===== config.mk =====
export PLATFORM = sky130hd
export DESIGN_NAME = lsu_mem_master
export DESIGN_NICKNAME = d
export VERILOG_FILES = /design/src/rtl/lsu_mem_master.sv
export SDC_FILE = /design/constraint.sdc
export NUM_CORES = 1
export LEC_CHECK = 0
export CORE_MARGIN = 4
export CORE_UTILIZATION = 30
export CTS_CLUSTER_SIZE = 12
export DETAILED_ROUTE_END_ITERATION = 10
export GPL_ROUTABILITY_DRIVEN = 1
export GPL_TIMING_DRIVEN = 1
export MAX_ROUTING_LAYER = met4
export SKIP_CTS_REPAIR_TIMING = 1
export SYNTH_ARGS = -nofsm -noshare
export SYNTH_HDL_FRONTEND = slang
export SYNTH_SLANG_ARGS = --single-unit

===== constraint.sdc =====
create_clock -name clk -period 4.5 [get_ports clk]
set_clock_uncertainty 0.2 [all_clocks]
set_input_delay 0.675 -clock clk [delete_from_list [all_inputs] [get_ports clk]]
set_output_delay 0.675 -clock clk [all_outputs]
set_load 0.01 [all_outputs]

===== src/rtl/lsu_mem_master.sv =====
// lsu_mem_master: CPU load/store initiator with lane steering, extension, timeout; optional split beats via MISALIGN_SPLIT_EN
module lsu_mem_master #(
  parameter int ADDR_W  = 32,
  parameter int TIMEOUT = 255
) (
  input  logic              clk,
  input  logic              rst,
  input  logic              cpu_req_i,
  output logic              cpu_ready_o,
  input  logic              cpu_we_i,
  input  logic [1:0]        cpu_size_i,
  input  logic              cpu_unsigned_i,
  input  logic [ADDR_W-1:0] cpu_addr_i,
  input  logic [31:0]       cpu_wdata_i,
  output logic              cpu_done_o,
  output logic              cpu_err_o,
  output logic [31:0]       cpu_rdata_o,
  output logic              mem_req_o,
  output logic              mem_we_o,
  output logic [ADDR_W-3:0] mem_addr_o,
  output logic [3:0]        mem_be_o,
  output logic [31:0]       mem_wdata_o,
  input  logic              mem_ack_i,
  input  logic [31:0]       mem_rdata_i
);
  localparam int CW = TIMEOUT > 1 ? $clog2(TIMEOUT + 1) : 1;
  typedef enum logic [1:0] {
    IDLE = 2'd0,
    ACC1 = 2'd1,
`ifdef MISALIGN_SPLIT_EN
    ACC2 = 2'd2,
`endif
    DONE = 2'd3
  } state_t;
  state_t            state_q, state_d;
  logic [1:0]        size_q, size_d, o_q, o_d;
  logic              uns_q, uns_d, err_q, err_d;
  logic [3:0]        be2_q, be2_d;
  logic [31:0]       rdata_q, rdata_d;
  logic [CW-1:0]     cnt_q, cnt_d;
  logic              mem_req_q, mem_req_d, mem_we_q, mem_we_d;
  logic [ADDR_W-3:0] mem_addr_q, mem_addr_d;
  logic [3:0]        mem_be_q, mem_be_d;
  logic [31:0]       mem_wdata_q, mem_wdata_d;
`ifdef MISALIGN_SPLIT_EN
  logic [31:0]       r1_q, r1_d;
`endif
  logic [1:0]  o;
  logic [31:0] wm, rot, sh, ld;
  logic [63:0] dbl, pair;
  logic [7:0]  be8;
  logic        split, to, more;
  // request-side steering: masked data rotated into its lanes, byte enables spanning two words
  always_comb begin
    o     = cpu_addr_i[1:0];
    wm    = cpu_size_i[1] ? cpu_wdata_i : cpu_size_i[0] ? {16'b0, cpu_wdata_i[15:0]} : {24'b0, cpu_wdata_i[7:0]};
    dbl   = {wm, wm} << {o, 3'b0};
    rot   = dbl[63:32];
    be8   = {4'b0, cpu_size_i[1] ? 4'b1111 : cpu_size_i[0] ? 4'b0011 : 4'b0001} << o;
    split = be8[7:4] != 4'b0;
  end
  // response side: assemble the (possibly two-word) read, shift down and extend; timeout detect
  always_comb begin
`ifdef MISALIGN_SPLIT_EN
    pair = state_q == ACC2 ? {mem_rdata_i, r1_q} : {32'b0, mem_rdata_i};
    more = state_q == ACC1 && be2_q != 4'b0;
`else
    pair = {32'b0, mem_rdata_i};
    more = 1'b0;
`endif
    sh = pair[31:0] >> {o_q, 3'b0} | pair[63:32] << (6'd32 - {1'b0, o_q, 3'b0});
    sh = o_q == 2'd0 ? pair[31:0] : sh;
    ld = size_q[1] ? sh : size_q[0] ? {{16{~uns_q & sh[15]}}, sh[15:0]} : {{24{~uns_q & sh[7]}}, sh[7:0]};
    to = TIMEOUT != 0 && {{(32-CW){1'b0}}, cnt_q} + 32'd1 >= 32'(TIMEOUT);
  end
  // next-state and registered memory-side outputs
  always_comb begin
    state_d     = state_q;
    size_d      = size_q;
    o_d         = o_q;
    uns_d       = uns_q;
    err_d       = err_q;
    be2_d       = be2_q;
    rdata_d     = rdata_q;
    cnt_d       = cnt_q;
    mem_req_d   = mem_req_q;
    mem_we_d    = mem_we_q;
    mem_addr_d  = mem_addr_q;
    mem_be_d    = mem_be_q;
    mem_wdata_d = mem_wdata_q;
`ifdef MISALIGN_SPLIT_EN
    r1_d        = r1_q;
`endif
    if (state_q == IDLE) begin
      if (cpu_req_i) begin
        size_d      = cpu_size_i;
        o_d         = o;
        uns_d       = cpu_unsigned_i;
        be2_d       = be8[7:4];
        rdata_d     = 32'b0;
        cnt_d       = '0;
        mem_we_d    = cpu_we_i;
        mem_addr_d  = cpu_addr_i[ADDR_W-1:2];
        mem_be_d    = be8[3:0];
        mem_wdata_d = rot;
`ifdef MISALIGN_SPLIT_EN
        err_d       = 1'b0;
        state_d     = ACC1;
        mem_req_d   = 1'b1;
`else
        err_d       = split;
        state_d     = split ? DONE : ACC1;
        mem_req_d   = ~split;
`endif
      end
    end else if (state_q == DONE) begin
      state_d = IDLE;
    end else if (mem_ack_i && more) begin
`ifdef MISALIGN_SPLIT_EN
      state_d    = ACC2;
      r1_d       = mem_rdata_i;
      mem_addr_d = mem_addr_q + (ADDR_W-2)'(1);
      mem_be_d   = be2_q;
      cnt_d      = '0;
`endif
    end else if (mem_ack_i || to) begin
      state_d     = DONE;
      err_d       = ~mem_ack_i;
      rdata_d     = mem_ack_i && !mem_we_q ? ld : 32'b0;
      mem_req_d   = 1'b0;
      mem_we_d    = 1'b0;
      mem_addr_d  = '0;
      mem_be_d    = 4'b0;
      mem_wdata_d = 32'b0;
    end else begin
      cnt_d = cnt_q + CW'(1);
    end
  end
  // state and datapath registers
  always_ff @(posedge clk or posedge rst) begin
    if (rst) begin
      state_q     <= IDLE;
      size_q      <= 2'b0;
      o_q         <= 2'b0;
      uns_q       <= 1'b0;
      err_q       <= 1'b0;
      be2_q       <= 4'b0;
      rdata_q     <= 32'b0;
      cnt_q       <= '0;
      mem_req_q   <= 1'b0;
      mem_we_q    <= 1'b0;
      mem_addr_q  <= '0;
      mem_be_q    <= 4'b0;
      mem_wdata_q <= 32'b0;
`ifdef MISALIGN_SPLIT_EN
      r1_q        <= 32'b0;
`endif
    end else begin
      state_q     <= state_d;
      size_q      <= size_d;
      o_q         <= o_d;
      uns_q       <= uns_d;
      err_q       <= err_d;
      be2_q       <= be2_d;
      rdata_q     <= rdata_d;
      cnt_q       <= cnt_d;
      mem_req_q   <= mem_req_d;
      mem_we_q    <= mem_we_d;
      mem_addr_q  <= mem_addr_d;
      mem_be_q    <= mem_be_d;
      mem_wdata_q <= mem_wdata_d;
`ifdef MISALIGN_SPLIT_EN
      r1_q        <= r1_d;
`endif
    end
  end
  assign cpu_ready_o = state_q == IDLE;
  assign cpu_done_o  = state_q == DONE;
  assign cpu_err_o   = cpu_done_o & err_q;
  assign cpu_rdata_o = cpu_done_o ? rdata_q : 32'b0;
  assign mem_req_o   = mem_req_q;
  assign mem_we_o    = mem_we_q;
  assign mem_addr_o  = mem_addr_q;
  assign mem_be_o    = mem_be_q;
  assign mem_wdata_o = mem_wdata_q;
endmodule

Word level (Yosys, flattened, before mapping)
Index checks and enable logic that the tools add are counted.

operators by class
  $lt $le $gt $ge = 1
  add/subtract/negate cells = 3
  reduce and logical (&&, ||, !) cells = 12
  shift-type cells = 4
  equality and inequality tests = 4
  multiplexer cells = 44
  bitwise operators = 7

operators by type and width
  kind                    count
  $mux W32                14
  $mux W30                4
  $shl A64 B5 Y64         1
  $mux W8                 4
  $or A32 B32 Y32         1
  $shl A1 B6 Y32 const A  1
  $shr A32 B5 Y32         1
  $mux W4                 5
  $mux W16                1
  $mux W2                 6
  $mux W1                 10
  $add A8 B1 Y9 const B   1
  $ge A9 B8 Y1 const B    1
  $add A8 B1 Y8 const B   1
  $shl A4 B2 Y8           1
  $ne A2 B2 Y1 const B    3
  $reduce_and A3 Y1       2
  $sub A6 B5 Y6 const A   1
  $logic_not A2 Y1        2
  $reduce_and A2 Y1       2
  $reduce_bool A4 Y1      1
  $and A1 B1 Y1           3
  $not A1 Y1              3
  $reduce_bool A3 Y1      1
  5 further kinds         5

storage, ports and cells
  logic and storage cells = 87
  register bits after elaboration = 116
  input port bits = 104

Longest topological paths before layout
Gate-level depths: netlist of the first run.

  word-level depth = 11
  mapped depth = 10

Worst setup path before layout of the first run
Ideal clock, no wire load.

  path kind = flip-flop to flip-flop
  start point = reg state_q[0]
  end point = reg rdata_q[16]
  arrival time = 2156 ps
  required time = 4235 ps
  cell stages (with the launch flop) = 9
  buffers on the path = 3
  period minus slack after synthesis = 2421 ps
  path slack = 2079 ps
  setup time = 65 ps
  cells stage by stage = dfrtp_1 inv_1 ha_1 buf_2 or3b_2 clkbuf_1 nor3b_2 buf_2 a22o_1

on the way
  word-level cells in the longest chain between the ends = 3

ends and longest elaborated chain
  item                                                                 RTL line  RTL
  from (decl)                                                          35        state_t state_q, state_d;
  from (signal assigned)                                               159       state_q <= state_d;
  $logic_not A2 Y1 *                                                   --
  via cpu_ready_o                                                      9         output logic cpu_ready_o,
  $ne A2 B2 Y1 (no source line) or $reduce_bool A2 Y1 (tied branches)  --
  $reduce_and A3 Y1 (no source line)                                   --
  to (signal assigned)                                                 165       rdata_q <= rdata_d;
  to (decl)                                                            39        logic [31:0] rdata_q, rdata_d;

The timed path passes the listed nets; every way through them passes the cells marked *.
A chain may end at the register's enable or synchronous reset.

Worst setup path after layout of the first run
  start point = reg state_q[0]
  end point = out cpu_ready_o

on the way
  word-level cells in the longest chain between the ends = 1

ends and longest elaborated chain
  item              RTL line  RTL
  $logic_not A2 Y1  177       assign cpu_ready_o = state_q == IDLE;
  to (decl)         9

Every way passes these cells.

==> results of run 1 <==
synth_stat cells, drive strengths merged, types with 2 or more instances:
library cell	count
a211oi	15
a21bo	2
a21o	2
a21oi	22
a221o	2
a22o	50
a22oi	9
a31oi	3
a32oi	6
and2	37
and3	5
buf	19
clkbuf	40
dfrtp	116
ha	5
inv	42
mux2	33
mux2i	37
nand2	56
nand3	25
nand4b	2
nor2	19
nor2b	12
o2111ai	9
o211ai	2
o21a	2
o21ai	74
or2	2
xnor2	2
area by class of cell:
class / instances / area (um^2) / area share (%)
tap: 275 / 344 / 3.70
clock buffer: 19 / 443 / 4.76
timing repair buffer: 220 / 2160 / 23.2
multi-input combinational: 449 / 3150 / 33.9
antenna: 1 / 2.50 / 0.0269
sequential: 116 / 2900 / 31.2
inverter: 42 / 160 / 1.72
clock inverter: 13 / 135 / 1.45
per-layer routing:
layer	up-vias	GRT usage [%]	routed length (um)
met5	-	-	0
li1	2747	-	-
met1	2747	23.3	9360
met3	21	3.47	1000
met4	0	4.58	265
met2	170	26.9	9610
critical path, delay by kind of cell (launching register included):
family / cells / cell delay (ps)
DFF: 1 / 400
adders and majority gates: 1 / 830
buffers and inverters: 2 / 780
through the flow:
step                      setup slack, ps  hold slack, ps  power (W)
final                                1200             275    0.00567
after global routing                 1030             281    0.00607
after CTS                            1170             278    0.00575
after detailed placement             1230             267    0.00439
after global placement               1300             264    0.00437
after floorplan                       553             264    0.00325
flip-flops by register name, summed over array words and instances (netlist names):
name	flops
mem_wdata_o	32
rdata_q	32
mem_addr_o	30
cnt_q	8
mem_be_o	4
o_q	2
size_q	2
state_q	2
err_q	1
mem_req_o	1
mem_we_o	1
uns_q	1
how the worst max path moves through the flow:
stage                     depth (start not counted)              endpoint  slack [ps]              startpoint
after floorplan                                   1  cnt_q[0]$_DFFE_PP0P_         550                     rst
after global placement                            7  cnt_q[6]$_DFFE_PP0P_        1300  state_q[0]$_DFFE_PP0P_
after detailed placement                          7  cnt_q[6]$_DFFE_PP0P_        1230  state_q[1]$_DFFE_PP0P_
after CTS                                         3           cpu_ready_o        1170  state_q[0]$_DFFE_PP0P_
after global routing                              7  cnt_q[7]$_DFFE_PP0P_        1030  state_q[0]$_DFFE_PP0P_
final                                             3           cpu_ready_o        1200  state_q[0]$_DFFE_PP0P_
report_power, final:
group,internal (W),switching (W),total [W],leakage (nW)
clock,0.000826,0.000492,0.00132,0.271
sequential,0.00144,0.000291,0.00173,1.55
combinational,0.00132,0.00131,0.00262,2.16
total,0.00358,0.00209,0.00567,3.97
cell families after synthesis:
family,share of synthesized area (%)
multiplexers,12.4
buffers and inverters,6.63
AND/OR/NAND/NOR,13.2
adder cells (fa/ha/maj),0.969
flip-flops,45.0
XOR/XNOR,0.271
AO/OA/AOI/OAI,21.6
==> reports/metrics.sh, run 1 <==
CTS.SINK_COUNT=116
ASYNC_RESET_FF_SHARE_PCT=100
HOLD-PATH-CELL-COUNT=1
CLK-INSERTION-DELAY-LATE_PS=400
FLOORPLAN.INITIALDENSITY_PCT=30.6
SETUP_TOTAL_NEGATIVE_SLACK_PS=0
TOTAL_OF_FILL_CELLS_IN_THE_FINISHED_DESIGN=2069
CORE_AREA_MM2=0.0211
SYN_NETS=775
LAYOUT-AREA-OVERHEAD-VS-SYNTH_PCT=44.1
FINAL-INSTANCE-COUNT-EXCL-FILL=1135
POST_SYNTHESIS_SEQUENTIAL_AREA_RATIO_PCT=45.0
POSTLAYOUTCELLAREA_MM2=0.00930
HPWL_UM=14600
GRT_FIRST_PASS_WIRELENGTH_UM=32100
NUMBER_OF_MAXIMUM_CAPACITANCE_VIOLATIONS=0
LAYOUT.CELLS.MOST_COMMON='clkdlybuf4s50_1'
REPORT.FINAL.SETUP_VIOL=0
YOSYS_MOST_USED_DFF='dfrtp_1'
POWER_LEAKAGE_nW=3.97
RRSETUPSLACK_PS=1280
R2R-END='cnt_q[7]$_DFFE_PP0P_'
CRIT_ARRIVAL_PS=2420
PLACED_CELLS=1102
FIRSTDRTPASSITERS=7
POWER.IR.VDD_WORST_mV=0.276
OVERALL_VIA_COUNT_FROM_DETAIL_ROUTE=5685
CPPEAKSTAGEDELAY_PS=830
ANTENNA_VIOLATING_NETS_POST_ROUTE=0
MINIMUM_PERIOD_IMPLIED_BY_THE_FINAL_WORST_SETUP_SLACK_PS=3300
IO_PINS=207
ROUTED_WIRELENGTH_UM=20200
TIMING.HOLD.WORST_ENDPOINT='mem_be_o[0]$_DFFE_PP0P_'
SYNTH.DISTINCT_CELLS=53
WORSTHOLDSTART='mem_be_o[0]$_DFFE_PP0P_'
CHIPWIDTH_UM=155
FMAX_MHz=303
SYNTHESIZED_AREA_PER_CELL_UM2=9.69
TIMING.CRITICAL_PATH.REQUIRED_PS=3620
SYNTH.LARGEST_AREA_CELL='dfrtp_1'
TIMING.HOLD.WORST.CLASS='flop to flop'
PLACEMENT.CELL_AREA_MM2=0.00872
TIMING.CRITICAL_PATH.FROM_TYPE='flop'
FINALCOREUTILIZATION_PCT=44.1
NUMPORTBUFFERS=206
HOLD_VIOL_FINAL=0
WORST-R2R-CELL-COUNT=7
SHARE_OF_YOSYS_CELL_AREA_CLAIMED_BY_THE_TOP_AREA_CELL_TYPE_PCT=45.0
FIN_NETS=955
YS_SEQ_ELEMENTS=116
FIRST_GLOBAL_VIAS=5737
VIAS_PER_CELL=5.01
DIE-AREA_MM2=0.0239
POST_ROUTE_CELLS_DRIVE_ABOVE_1_SHARE_PCT=10.8
CTSROOTBUFFERMASTER='clkbuf_16'
YS_TOP_CELLS_BY_AREA='dfrtp_1 (45%), a22o_1 (6.8%), mux2i_1 (5.7%)'
NETLIST_INSTANCES=666
CRIT_PATH_TOP_DELAY_CELL='ha_2'
R2R_START='state_q[0]$_DFFE_PP0P_'
ROWS=53
GRT_UTIL_ALL_LAYERS_PCT=17.3
CRIT_PATH_MAX_FANOUT=46
GRT_SETUP_UNREPAIRED='no'
ROUTABILITYCONGESTION=0.836
LAYOUT_WORST_PATH_CYCLE_SHARE_PCT=73.2
MAX-SLEW-MARGIN-REL_PCT=33.3
CLK_TRANSITION_REPORTED_PATHS_PS=60
DIE-HEIGHT_UM=155
SYNTH-WARNING-COUNT=0
DRT_DRC_VIOLATIONS_LEFT=0
GRT_OVERFLOW=0
SETUP.WORST_PATH.END_CLASS='primary output'
WORST-SLEW-PIN-TRANSITION_PS=996
CTS-HTREE-LEVELS=4
WL_PER_CELL_UM=17.8
NUMCTSBUFFERS=17
NETLIST_AREA_MM2=0.00646
RUN_STATUS='complete, no violations'
ANTENNA_FOUND_INITIAL=1
SETUP_CRIT_PATH_KIND='flop to primary output'
SYNTH-EDFF-COUNT=0
GRT_MAX_DEGREE=61
DRT_ITER0_MARKERS=349
POWERDENSITY_mW_PER_MM2=610
CLOCK_PATH_BUFFERS=2
FINAL_MAX_TRAN_VIOLS=0
CLOCK_TREE_FROM_TRITONCTS='done'
CRIT_CHAIN='inv_1 -> ha_2 -> clkdlybuf4s50_1'
LAYOUT.CELLS.MOST_COMMON_LIST='clkdlybuf4s50_1 (205), dfrtp_1 (116), o21ai_0 (72)'
Note: power is estimated with default switching activity, not from simulation.
==> run 2, diff against run 1 <==
==> constraint.sdc (replaced) <==
create_clock -name clk -period 3.3 [get_ports clk]
set_clock_uncertainty 0.2 [all_clocks]
set_input_delay 0.495 -clock clk [delete_from_list [all_inputs] [get_ports clk]]
set_output_delay 0.495 -clock clk [all_outputs]
set_load 0.01 [all_outputs]
==> run 2 against run 1 <==
Via count fell by 0.90%; utilization rose by 0.52 points; critical path depth stayed put; first-iteration DRC count is 8.3% lower; die area stayed put; design area grew 1.2%; flip-flop and latch count unchanged; sequential power grew 36%; clock power rose by 46%; critical endpoint is now cpu_rdata_o[7]; largest power group unchanged.
==> reports/metrics.sh, run 2 (synthesized netlist as in run 1, its figures left out) <==
RUN_STATUS='complete, no violations'
GRT_SETUP_UNREPAIRED='no'
FIN_NETS=962  # +0.73%
POST_ROUTE_CELLS_DRIVE_ABOVE_1_SHARE_PCT=11.6  # +0.73 points
CLK_TRANSITION_REPORTED_PATHS_PS=50  # about the same
MULTIINPUTGATEAREA_MM2=0.00315  # about the same
OVERALL_VIA_COUNT_FROM_DETAIL_ROUTE=5634  # -0.90%
ROWS=53  # unchanged
WL_PER_CELL_UM=17.7  # -0.74%
PLACEMENT.CELL_AREA_MM2=0.00879  # +0.76%
ANTENNA_FOUND_INITIAL=3  # +2
TOTAL_OF_FILL_CELLS_IN_THE_FINISHED_DESIGN=1998  # -3.4%
POSTLAYOUTCELLAREA_MM2=0.00941  # +1.2%
ANTENNA_VIOLATING_NETS_POST_ROUTE=0  # unchanged
HOLD_VIOL_FINAL=0  # unchanged
SETUP_TOTAL_NEGATIVE_SLACK_PS=0  # unchanged
GRT_FIRST_PASS_WIRELENGTH_UM=32300  # +0.65%
LAYOUT_WORST_PATH_CYCLE_SHARE_PCT=85.5
IO_PINS=207  # unchanged
FINALHOLDWORSTSLACK_PS=288  # +12.8 ps
FINAL_MAX_TRAN_VIOLS=0  # unchanged
DRT_ITER0_MARKERS=320  # -8.3%
DRT_DRC_VIOLATIONS_LEFT=0  # unchanged
REPORT.FINAL.SETUP_VIOL=0  # unchanged
CRIT_PATH_MAX_FANOUT=36  # -22%
CLOCK_PATH_BUFFERS=2  # unchanged
CTS.SINK_COUNT=116  # unchanged
FIRST_GLOBAL_VIAS=5826  # +1.6%
VIAS_PER_CELL=4.93  # -1.6%
MAX-SLEW-MARGIN-REL_PCT=50.0  # +17 points
ROUTABILITYCONGESTION=0.853  # +2.0%
LAYOUT-AREA-OVERHEAD-VS-SYNTH_PCT=45.8
CLOCK_TREE_FROM_TRITONCTS='done'
LAYOUT.CELLS.MOST_COMMON='clkdlybuf4s50_1'
GRT_UTIL_ALL_LAYERS_PCT=17.4  # +0.12 points
FLOORPLAN.INITIALDENSITY_PCT=30.6  # unchanged
NUMPORTBUFFERS=206  # unchanged
GRT_MAX_DEGREE=62  # +1.6%
FMAX_MHz=354
CTS-HTREE-LEVELS=4  # unchanged
DIE-AREA_MM2=0.0239  # unchanged
TIMING.HOLD.WORST_ENDPOINT='mem_be_o[0]$_DFFE_PP0P_'
NUMBER_OF_MAXIMUM_CAPACITANCE_VIOLATIONS=0  # unchanged
CTSROOTBUFFERMASTER='clkbuf_16'
DETAILEDPLACE.WORSTSLACK_PS=346  # -887 ps
CHIPWIDTH_UM=155  # unchanged
CRIT_ARRIVAL_PS=2130  # -290 ps
FIRSTDRTPASSITERS=4  # -3
FINAL.SETUP.WORST_SLACK_PS=479  # -726 ps
CLK-INSERTION-DELAY-LATE_PS=410  # about the same
WORST-SLEW-PIN-TRANSITION_PS=750  # -247 ps
CORE_AREA_MM2=0.0211  # unchanged
RRSETUPSLACK_PS=520  # -760 ps
SETUP.WORST_PATH.END_CLASS='primary output'
LAYOUT.CELLS.MOST_COMMON_LIST='clkdlybuf4s50_1 (205), dfrtp_1 (116), o21ai_0 (72)'
HOLD-PATH-CELL-COUNT=1  # unchanged
POWER_LEAKAGE_nW=4.04  # +1.7%
R2R-END='rdata_q[15]$_DFFE_PP0P_'
NUMCTSBUFFERS=17  # unchanged
HPWL_UM=14600  # about the same
GRT_OVERFLOW=0  # unchanged
ROUTED_WIRELENGTH_UM=20200  # about the same
OVERALL_POWER_OF_THE_COMPLETED_LAYOUT_W=0.00790  # +39%
SETUP_CRIT_PATH_KIND='flop to primary output'
TIMING.CRITICAL_PATH.REQUIRED_PS=2600  # -1020 ps
WORSTHOLDSTART='mem_be_o[0]$_DFFE_PP0P_'
R2R_START='cnt_q[0]$_DFFE_PP0P_'
WORST-R2R-CELL-COUNT=8  # +1
POWERDENSITY_mW_PER_MM2=840  # +38%
MINIMUM_PERIOD_IMPLIED_BY_THE_FINAL_WORST_SETUP_SLACK_PS=2820
TIMING.CRITICAL_PATH.FROM_TYPE='flop'
LAYOUT.AREA.SEQ_MM2=0.00290  # unchanged
DIE-HEIGHT_UM=155  # unchanged
POWER.IR.VDD_WORST_mV=0.406  # +47%
TIMING.HOLD.WORST.CLASS='flop to flop'
-- run 2: cell types whose count changed in the layout (fill, tap and decap cells not counted), moves of 2 or more --
cell,delta
clkinvlp_4,-3
buf_4,+6
clkinv_2,+2
diode_2,+2
clkinv_4,-2
bufinv_16,+2
-- run 2: worst max-delay path, cell delays in order (launching register included) --
cell and delay, ps:
dfrtp_1 380, ha_2 550, and2_1 250, clkdlybuf4s50_1 550
-- run 2: final cells by class --
cell class	instances	share of cell area, %
flip-flops and latches	116	30.8
repair buffers	227	23.7
clock inverters	11	1.68
diodes	3	0.0798
well taps	275	3.66
inverters	42	1.72
multi-input cells	449	33.5
clock buffers	20	4.85
-- run 2: routing by layer --
metal / vias up / routed length (um) / global-route usage (%)
met5: - / 0 / -
met4: 0 / 492 / 6.35
met3: 38 / 1340 / 4.76
met2: 189 / 9020 / 25.5
met1: 2647 / 9370 / 23.3
li1: 2760 / - / -
-- run 2: worst max-delay path by stage --
stage / from / endpoint / cells past startpoint
2_1_floorplan: state_q[0]$_DFFE_PP0P_ / rdata_q[16]$_DFFE_PP0P_ / 8
3_3_place_gp: state_q[0]$_DFFE_PP0P_ / cnt_q[7]$_DFFE_PP0P_ / 5
3_5_place_dp: state_q[0]$_DFFE_PP0P_ / cnt_q[7]$_DFFE_PP0P_ / 5
4_1_cts: state_q[0]$_DFFE_PP0P_ / cpu_rdata_o[7] / 3
5_1_grt: state_q[1]$_DFFE_PP0P_ / cpu_rdata_o[7] / 3
6_report: state_q[1]$_DFFE_PP0P_ / cpu_rdata_o[7] / 3
-- run 2: stage by stage --
stage          util, %  std cells
6_report          44.6       1143
5_1_grt           44.6       1143
4_1_cts           44.6       1140
3_5_place_dp      41.7       1109
3_3_place_gp      41.7       1109
2_1_floorplan        -        666
-- run 2: power by group --
part | switching, W | internal (W) | total [W]
Clock | 0.000637 | 0.00129 | 0.00193
Sequential | 0.000396 | 0.00196 | 0.00236
Combinational | 0.00179 | 0.00183 | 0.00362
Total | 0.00282 | 0.00508 | 0.00790
